`src/rtl/nibble_serial_adder.sv`:
```
// nibble_serial_adder: sequences a WIDTH-bit add through an external 4-bit adder slice, LSB nibble first.
// Define NSA_SIGNED_OVF_EN to add the registered two's-complement overflow output ovf.
module nibble_serial_adder #(
    parameter int WIDTH = 16
) (
    input  logic             clk,
    input  logic             rst,
    input  logic             in_valid,
    output logic             in_ready,
    input  logic [WIDTH-1:0] a,
    input  logic [WIDTH-1:0] b,
    input  logic             c_in,
    output logic [3:0]       sl_a,
    output logic [3:0]       sl_b,
    output logic             sl_cin,
    input  logic [3:0]       sl_sum,
    input  logic             sl_cout,
    output logic             out_valid,
    input  logic             out_ready,
    output logic [WIDTH-1:0] sum,
    output logic             c_out,
`ifdef NSA_SIGNED_OVF_EN
    output logic             ovf,
`endif
    output logic             busy
);
    localparam int NSL = WIDTH / 4;
    localparam int IW = NSL > 1 ? $clog2(NSL) : 1;
    localparam logic [IW-1:0] LAST = IW'(NSL - 1);

    typedef enum logic [1:0] {IDLE, RUN, DONE} state_t;

    state_t           state, state_nx;
    logic [WIDTH-1:0] a_reg, b_reg;
    logic [IW-1:0]    idx;
    logic             carry, accept, last;

    always_comb begin
        in_ready  = state == IDLE && !rst;
        out_valid = state == DONE;
        busy      = state != IDLE;
        accept    = in_valid && in_ready;
        last      = state == RUN && idx == LAST;
        sl_a      = state == RUN ? a_reg[{idx, 2'b00} +: 4] : 4'h0;
        sl_b      = state == RUN ? b_reg[{idx, 2'b00} +: 4] : 4'h0;
        sl_cin    = state == RUN ? carry : 1'b0;
        state_nx  = accept                        ? RUN  :
                    last                          ? DONE :
                    (state == DONE && out_ready)  ? IDLE : state;
    end

    always_ff @(posedge clk) begin
        if (rst) begin
            state <= IDLE;
            idx   <= '0;
            carry <= 1'b0;
            a_reg <= '0;
            b_reg <= '0;
            sum   <= '0;
            c_out <= 1'b0;
        end else begin
            state <= state_nx;
            if (accept) begin
                a_reg <= a;
                b_reg <= b;
                carry <= c_in;
                idx   <= '0;
            end
            // sum keeps the previous result until each nibble is overwritten
            if (state == RUN) begin
                sum[{idx, 2'b00} +: 4] <= sl_sum;
                carry <= sl_cout;
                idx   <= idx + IW'(1);
                if (last)
                    c_out <= sl_cout;
            end
        end
    end

`ifdef NSA_SIGNED_OVF_EN
    always_ff @(posedge clk) begin
        if (rst)
            ovf <= 1'b0;
        else if (last)
            ovf <= (a_reg[WIDTH-1] == b_reg[WIDTH-1]) && (sl_sum[3] != a_reg[WIDTH-1]);
    end
`endif
endmodule

```
`config.mk`:
```
export PLATFORM = sky130hd
export DESIGN_NAME = nibble_serial_adder
export DESIGN_NICKNAME = d
export VERILOG_FILES = /design/src/rtl/nibble_serial_adder.sv
export SDC_FILE = /design/constraint.sdc
export NUM_CORES = 1
export LEC_CHECK = 0
export CORE_MARGIN = 2
export CORE_UTILIZATION = 47
export DETAILED_ROUTE_END_ITERATION = 6
export GPL_ROUTABILITY_DRIVEN = 0
export PLACE_DENSITY = 0.85
export SLEW_MARGIN = 40
export SYNTH_ARGS = -nofsm -noshare
export SYNTH_HDL_FRONTEND = slang
export SYNTH_SLANG_ARGS = --single-unit
```
`constraint.sdc`:
```
create_clock -name clk -period 2.29 [get_ports clk]
set_clock_uncertainty 0.15 [all_clocks]
set_input_delay 0.458 -clock clk [delete_from_list [all_inputs] [get_ports clk]]
set_output_delay 0.458 -clock clk [all_outputs]
set_load 0.005 [all_outputs]
```
==> results of run 1 <==
==> layer usage <==
layer / GRT usage [%] / wire [um] / part of all wire (%)
met5: 0 / 0 / 0
met1: 25.3 / 2540 / 44
met4: 8.38 / 97 / 1.7
met3: 4.37 / 163 / 2.8
met2: 36.8 / 2960 / 51
==> power by group <==
part	leakage, nW	internal (mW)	switching (mW)
Combinational	0.785	0.202	0.141
Clock	0.0542	0.322	0.306
Sequential	0.444	0.988	0.0282
Total	1.28	1.51	0.476
==> worst min-delay path, delay by kind of cell (launching register included) <==
family | cells | cell delay, ns
DFF | 1 | 0.32
AOI/OAI and AO/OA | 1 | 0.05
and+or+nand+nor | 1 | 0.05
==> Yosys cell counts <==
master	n	share of area, %
nor2b_1	1	0.26
or2_2	1	0.26
and2_1	9	2.3
nor4b_2	1	0.62
nor3b_1	1	0.31
a2111oi_4	1	1.1
nand3b_1	2	0.62
inv_1	5	0.78
nor3_2	1	0.41
mux4_2	8	7.4
buf_4	1	0.31
a21oi_1	15	3.1
buf_6	2	0.93
o21ai_0	33	6.8
nand3_1	1	0.21
a22o_1	8	2.9
and4_1	2	0.72
nor4bb_1	1	0.41
or3_1	2	0.52
nand2_1	42	6.5
nand4_1	8	2.1
ha_1	6	3.1
a211oi_1	1	0.31
o21ai_1	1	0.21
dfxtp_1	54	45
nor4b_4	1	0.98
nor2_1	4	0.62
buf_2	6	1.2
nand2b_1	34	8.8
clkbuf_1	9	1.4
==> stage by stage <==
stage          area (um2)  std cells  util, %
6_report             3460        413     68.6
5_1_grt              3460        413     68.6
4_1_cts              3400        408     67.4
3_5_place_dp         3260        399     64.7
3_3_place_gp         3260        399     64.7
2_1_floorplan        2420        261        -
==> cell type report <==
| type | instances | area, um2 | area share (%) |
|---|---|---|---|
| inverter | 5 | 18.8 | 0.542 |
| timing repair buffer | 93 | 885 | 25.6 |
| clock buffer | 5 | 68.8 | 1.99 |
| tap | 70 | 87.6 | 2.53 |
| sequential | 54 | 1090 | 31.5 |
| multi-input combinational | 184 | 1270 | 36.8 |
| clock inverter | 2 | 38.8 | 1.12 |
==> cells by family (layout without fill, tap and decap cells) <==
family,Yosys count,count (layout),synth area share (%)
adders and majority gates,6,6,3.10
buffers and inverters,23,105,4.65
AOI/OAI and AO/OA,59,59,14.5
DFF,54,54,44.7
muxes,8,8,7.45
and+or+nand+nor,111,111,25.6
==> worst min-delay path by stage <==
stage                   from  endpoint  slack [ns]  cells past startpoint
detailed placement    sum[2]    sum[2]        0.30                      2
CTS                   sum[2]    sum[2]        0.31                      2
floorplan           b_reg[9]  b_reg[9]        0.29                      2
global route          sum[2]    sum[2]        0.33                      2
global placement      sum[2]    sum[2]        0.29                      2
finish                sum[2]    sum[2]        0.31                      2
==> what timing repair did <==
item	in CTS	in global routing
gates resized for setup	19	19
pin swaps	2	1
buffers inserted	2	5
gates cloned	0	0
setup endpoints to repair	10	21
==> flow_summary.yaml, run 1 <==
final_layout:
  antennaDiodeCount: 0
  area_growth_pct: 43.0
  nFillCells: 389
  final_cell_mix: "clkdlybuf4s50_1, dfxtp_1, nand2_1"
  drive_gt1_share_pct: 17.2
  final_common_cell: "clkdlybuf4s50_1"
  fin_nets: 391
detailed_routing:
  wl_per_cell_um: 13.9
  drtAntennaViolNets: 0
  routed_wl_um: 5760
  drtIter0Drc: 83
  drc: 0
  vias: 2091
  avgViaCountPerCell: 5.06
  first_pass_iters: 4
power_and_ir_drop:
  p_leak_nw: 1.28
  finalPower_mw: 1.99
  peakVddDrop_mv: 0.315
  p_per_area_nw_per_um2: 574
run:
  max-cap-violations: 0
critical_path:
  ff2ff_setup_slack_ns: 0.18
  cp-startpoint: "idx[0]"
  r2r_end: "sum[8]"
  r2r-start: "idx[0]"
  path_max_fanout: 3
  critical-path-max-stage-delay_ns: 0.37
  crit_arrival_ns: 1.62
  slowest_stage: "dfxtp_4"
  reg2reg_depth: 7
  worstSetupStartpointType: "flip-flop"
  critPathCaptureType: "output pin"
  path_delay_family: "buffers and inverters"
  crit_chain: "buf_6, buf_4, mux4_2, and2_4, dlygate4sd2_1"
  path_depth: 5
  criticalPathCategory: "reg -> out"
  endpoint: "sl_b[2]"
  critical_path_buf_inv_count: 3
  required_ns: 1.68
global_route:
  grt_use_total_pct: 21.1
  antenna_found_initial: 0
  grt_pass1_vias: 2084
  grt_max_degree: 33
  gr-total-overflow: 0
  grt_pass1_wl_um: 9110
clock_tree:
  clockBufferDepth: 2
  htreeDepth: 2
  clockRootBuffer: "clkbuf_8"
  cts_hold_repair.buffers: 0
  clk_pin_slew_worst_paths_ns: 0.09
  cts_buffers: 5
  cts_tree: "yes"
  clk_latency_ns: 0.30
  clock-sinks: 54
synthesis:
  avgSynthCellArea_um2: 9.27
  synth_cells: 261
  syn-num-nets: 309
  ys_seq_area_share_pct: 44.7
  yosysWarnings: 0
  yosysUniqueCellTypes: 30
  ys_ff_latch: 54
  syn_area_um2: 2420
place:
  numPortBuffers: 70
  dp_slack_ns: 0.0621
  dp_hpwl_um: 4190
sta:
  setup_ws_ns: 0.0637
  fmax_mhz: 449
  hold_viol_final: 0
  worst_slew_pin_slew_ns: 0.484
  slew_headroom_pct: 67.6
  period_share_pct: 97.2
  rsz0062_at_grt: "no"
  post-route-min-period_ns: 2.23
  drv_slew: 0
  tns_ns: 0
  setup_violations: 0
  timing.hold.ws_ns: 0.310
die:
  die_w_um: 75.8
  start_util_pct: 48.0
  die_area_um2: 5740
  die_h_um: 75.8
  fp-row-count: 26
  core_um2: 5040
  num_io_pins: 71
hold_path:
  hp-class: "reg -> reg"
status:
  outcome: "completed"
(Power assumes the default switching activity.)
==> inputs of run 2 (changes only) <==
Settings changed: PLACE_DENSITY 0.85 to not set, PLACE_DENSITY_LB_ADDON set to 0.1.
==> flow_summary.yaml, run 2 (synthesized netlist as in run 1, its figures left out) <==
critical_path:
  ff2ff_setup_slack_ns: 0.07
  r2r-start: "idx[0]"
  path_depth: 4
  slowest_stage: "mux4_2"
  critical-path-max-stage-delay_ns: 0.49
  critPathCaptureType: "output pin"
  crit_arrival_ns: 1.64
  required_ns: 1.68
  crit_chain: "buf_12, mux4_2, and2_4, clkdlybuf4s15_1"
  path_delay_family: "multiplexers"
  critical_path_buf_inv_count: 2
  endpoint: "sl_a[2]"
  cp-startpoint: "idx[0]"
  path_max_fanout: 5
  criticalPathCategory: "reg -> out"
  worstSetupStartpointType: "flip-flop"
  r2r_end: "sum[10]"
  reg2reg_depth: 8
clock_tree:
  clk_pin_slew_worst_paths_ns: 0.09
  cts_tree: "yes"
  cts_buffers: 5
  htreeDepth: 2
  clockRootBuffer: "clkbuf_8"
  clock-sinks: 54
  clk_latency_ns: 0.30
  clockBufferDepth: 2
  cts_hold_repair.buffers: 0
power_and_ir_drop:
  p_per_area_nw_per_um2: 552
  peakVddDrop_mv: 0.391
  finalPower_mw: 1.88
  p_leak_nw: 1.25
global_route:
  grt_pass1_wl_um: 8650
  grtUsageMet2_pct: 31.8
  grt_max_degree: 35
  antenna_found_initial: 0
  gr-total-overflow: 0
  top_usage_layer: "met2"
  met1_usage_pct: 26.7
  met3_usage_pct: 4.76
  grt_use_total_pct: 19.7
  grt_pass1_vias: 1909
detailed_routing:
  drtIter0Drc: 100
  first_pass_iters: 4
  wl_per_cell_um: 12.7
  drc: 0
  vias: 2022
  drtAntennaViolNets: 0
  avgViaCountPerCell: 4.93
  routed_wl_um: 5200
sta:
  tns_ns: 0
  fmax_mhz: 446
  worst_slew_pin_slew_ns: 0.414
  period_share_pct: 98.0
  post-route-min-period_ns: 2.24
  rsz0062_at_grt: "yes"
  drv_slew: 0
  hold_viol_final: 0
  slew_headroom_pct: 72.3
  setup_violations: 0
final_layout:
  area_growth_pct: 41.0
  fin_cells: 410
  multiInputGateArea_um2: 1250
  antennaDiodeCount: 0
  final_common_cell: "clkdlybuf4s50_1"
  drive_gt1_share_pct: 15.6
  fin_nets: 387
  postLayoutCoreUtil_pct: 67.7
  final_cell_mix: "clkdlybuf4s50_1, dfxtp_1, nand2_1"
  ff_latch_area_um2: 1090
  nFillCells: 433
die:
  die_h_um: 75.8
  start_util_pct: 48.0
  core_um2: 5040
  die_area_um2: 5740
  fp-row-count: 26
  die_w_um: 75.8
  num_io_pins: 71
place:
  place_inst: 397
  dp_hpwl_um: 3790
  numPortBuffers: 70
hold_path:
  hp-class: "reg -> reg"
  hp-start: "sum[0]"
run:
  max-cap-violations: 0
status:
  outcome: "completed"
[run 2: changes by cell type in the layout (fill, tap and decap cells not counted), sizes merged]
cell and delta:
clkbuf -4, dlygate4sd2 -1, clkdlybuf4s15 +3, clkdlybuf4s50 +1, buf -2, clkinvlp +1, bufinv -1
[run 2: cell type report]
cell class | instances | area share (%)
repair buffers | 89 | 25.4
clock inverters | 2 | 0.367
inverters | 5 | 0.550
well taps | 70 | 2.57
clock buffers | 6 | 2.42
flip-flops and latches | 54 | 31.9
multi-input cells | 184 | 36.7
[run 2: worst min path at each step]
stage / end / slack, ns / depth (start not counted)
detailed placement: sum[14] / 0.30 / 2
global placement: sum[3] / 0.30 / 2
finish: sum[0] / 0.31 / 2
floorplan: b_reg[9] / 0.29 / 2
CTS: sum[14] / 0.31 / 2
global route: sum[0] / 0.33 / 2
[run 2: routing by layer]
layer / share of wire, % / up-vias
li1: - / 1051
met1: 48 / 930
met2: 47 / 39
met3: 3.7 / 2
met4: 0.52 / 0
met5: 0 / -
[run 2: what timing repair did]
item	in CTS	in global routing
setup endpoints to repair	9	23
gates resized for setup	29	5
buffers inserted	5	0
pin swaps	2	0
[run 2: power breakdown]
group | switching (mW) | internal [mW]
combinational | 0.130 | 0.193
sequential | 0.0274 | 0.988
clock | 0.301 | 0.244
total | 0.459 | 1.42
[run 2: per-stage QoR]
step | setup slack (ns) | area, um2 | hold WS [ns]
3_3_place_gp | 0.0807 | 3250 | 0.295
2_1_floorplan | 0.305 | 2420 | 0.289
5_1_grt | -0.0816 | 3410 | 0.326
4_1_cts | 0.0107 | 3390 | 0.308
6_report | 0.0460 | 3410 | 0.306
3_5_place_dp | 0.0495 | 3250 | 0.295
[run 2: worst reg2reg max path, delay by kind of cell, from the launching register on]
family	cells	cell delay, ns
compound gates	1	0.15
buf+inv	4	0.48
fa+ha+maj	1	0.36
flops	1	0.37
simple gates	2	0.65
==> inputs of run 3 (changes only) <==
==> constraint.sdc (replaced) <==
create_clock -name clk -period 2.29 [get_ports clk]
set_clock_uncertainty 0.15 [all_clocks]
set_input_delay 0.229 -clock clk [delete_from_list [all_inputs] [get_ports clk]]
set_output_delay 0.229 -clock clk [all_outputs]
set_load 0.005 [all_outputs]
==> flow_summary.yaml, run 3 (synthesized netlist as in run 1, its figures left out) <==
sta:
  worst_slew_pin_slew_ns: 0.470
  slew_headroom_pct: 68.6
  setup_violations: 0
  tns_ns: 0
  post-route-min-period_ns: 2.17
  hold_viol_final: 0
  drv_slew: 0
  rsz0062_at_grt: "no"
  fmax_mhz: 460
  period_share_pct: 94.8
power_and_ir_drop:
  p_per_area_nw_per_um2: 553
  peakVddDrop_mv: 0.318
  p_leak_nw: 1.28
  finalPower_mw: 1.84
detailed_routing:
  routed_wl_um: 5160
  wl_met1_um: 2400
  drtAntennaViolNets: 0
  wl_met2_um: 2540
  drtIter0Drc: 119
  vias: 1990
  dr.max_layer_used: "met4"
  route.met3.wl_um: 186
  first_pass_iters: 4
  drc: 0
  wl_per_cell_um: 12.8
  avgViaCountPerCell: 4.95
critical_path:
  path_delay_family: "buffers and inverters"
  crit_chain: "buf_6, buf_6, mux4_2, and2_1, clkdlybuf4s50_1"
  worstSetupStartpointType: "flip-flop"
  path_depth: 5
  reg2reg_depth: 7
  slowest_stage: "clkdlybuf4s50_1"
  critical_path_buf_inv_count: 3
  criticalPathCategory: "reg -> out"
  required_ns: 1.91
  critPathCaptureType: "output pin"
  path_max_fanout: 9
  crit_top_cell: "buf_6"
  critical-path-max-stage-delay_ns: 0.43
  crit_arrival_ns: 1.79
clock_tree:
  clockBufferDepth: 2
  clockRootBuffer: "clkbuf_8"
  clk_latency_ns: 0.30
  cts_buffers: 5
  clock-sinks: 54
  htreeDepth: 2
  cts_hold_repair.buffers: 0
  clk_pin_slew_worst_paths_ns: 0.09
  cts_tree: "yes"
die:
  num_io_pins: 71
  core_um2: 5040
  die_h_um: 75.8
  die_w_um: 75.8
  die_area_um2: 5740
  fp-row-count: 26
  start_util_pct: 48.0
global_route:
  grt_use_total_pct: 19.0
  grt_max_degree: 53
  grt_pass1_vias: 1916
  gr-total-overflow: 0
  grt_pass1_wl_um: 8390
  antenna_found_initial: 0
place:
  numPortBuffers: 70
  dp_hpwl_um: 3700
final_layout:
  fin_nets: 379
  final_cell_mix: "clkdlybuf4s50_1, dfxtp_1, nand2_1"
  nFillCells: 459
  drive_gt1_share_pct: 10.2
  area_growth_pct: 37.6
  antennaDiodeCount: 0
  final_common_cell: "clkdlybuf4s50_1"
status:
  outcome: "completed"
hold_path:
  holdPathStages: 2
  hp-class: "reg -> reg"
run:
  max-cap-violations: 0
run 3: final cells by class:
| cell class | count | area [um2] | share of cell area, % |
|---|---|---|---|
| Clock buffer | 6 | 72.6 | 2.18 |
| Clock inverter | 2 | 13.8 | 0.413 |
| Inverter | 5 | 18.8 | 0.564 |
| Multi-Input combinational cell | 184 | 1230 | 36.9 |
| Sequential cell | 54 | 1090 | 32.6 |
| Tap cell | 70 | 87.6 | 2.63 |
| Timing Repair Buffer | 81 | 822 | 24.7 |
run 3: worst paths after layout:
path / slack (ns) / from / to
setup / recovery: 0.12 / idx[0] / sl_b[3]
hold / removal: 0.31 / sum[13] / sum[13]
setup reg to reg: 0.17 / idx[0] / sum[11]
hold reg to reg: 0.31 / sum[13] / sum[13]
run 3: tightest hold or removal path, delay by kind of cell (launching register included):
family	cells	cell delay, ns
AO/OA/AOI/OAI	1	0.05
flip-flops	1	0.32
AND/OR/NAND/NOR	1	0.05
run 3: metrics by stage:
stage	hold slack, ns	util, %	worst slack (ns)	cells	instance area, um2
2_1_floorplan	0.188	-	0.305	261	2420
3_3_place_gp	0.295	63.5	0.290	393	3200
3_5_place_dp	0.298	63.5	0.236	393	3200
4_1_cts	0.307	65.5	0.00941	402	3300
5_1_grt	0.334	66.0	0.0216	402	3330
6_report	0.308	66.0	0.118	402	3330
run 3: metal layers:
layer  up-vias  track usage [%]
met5         -                0
met4         0             4.09
met3         2             4.63
met2        40             32.2
met1       910             24.6
li1       1038                -
run 3: repair_timing:
action / 4_1_cts / 5_1_grt
endpoints found under the setup margin: 8 / 7
setup buffers: 1 / 0
resized for setup: 3 / 9
run 3: power by group:
part           switching, mW  total [mW]  internal, mW  leakage, nW
Clock                  0.303       0.519         0.217       0.0452
Sequential            0.0271        1.02         0.988        0.443
Combinational          0.126       0.305         0.179        0.793
Total                  0.456        1.84          1.38         1.28
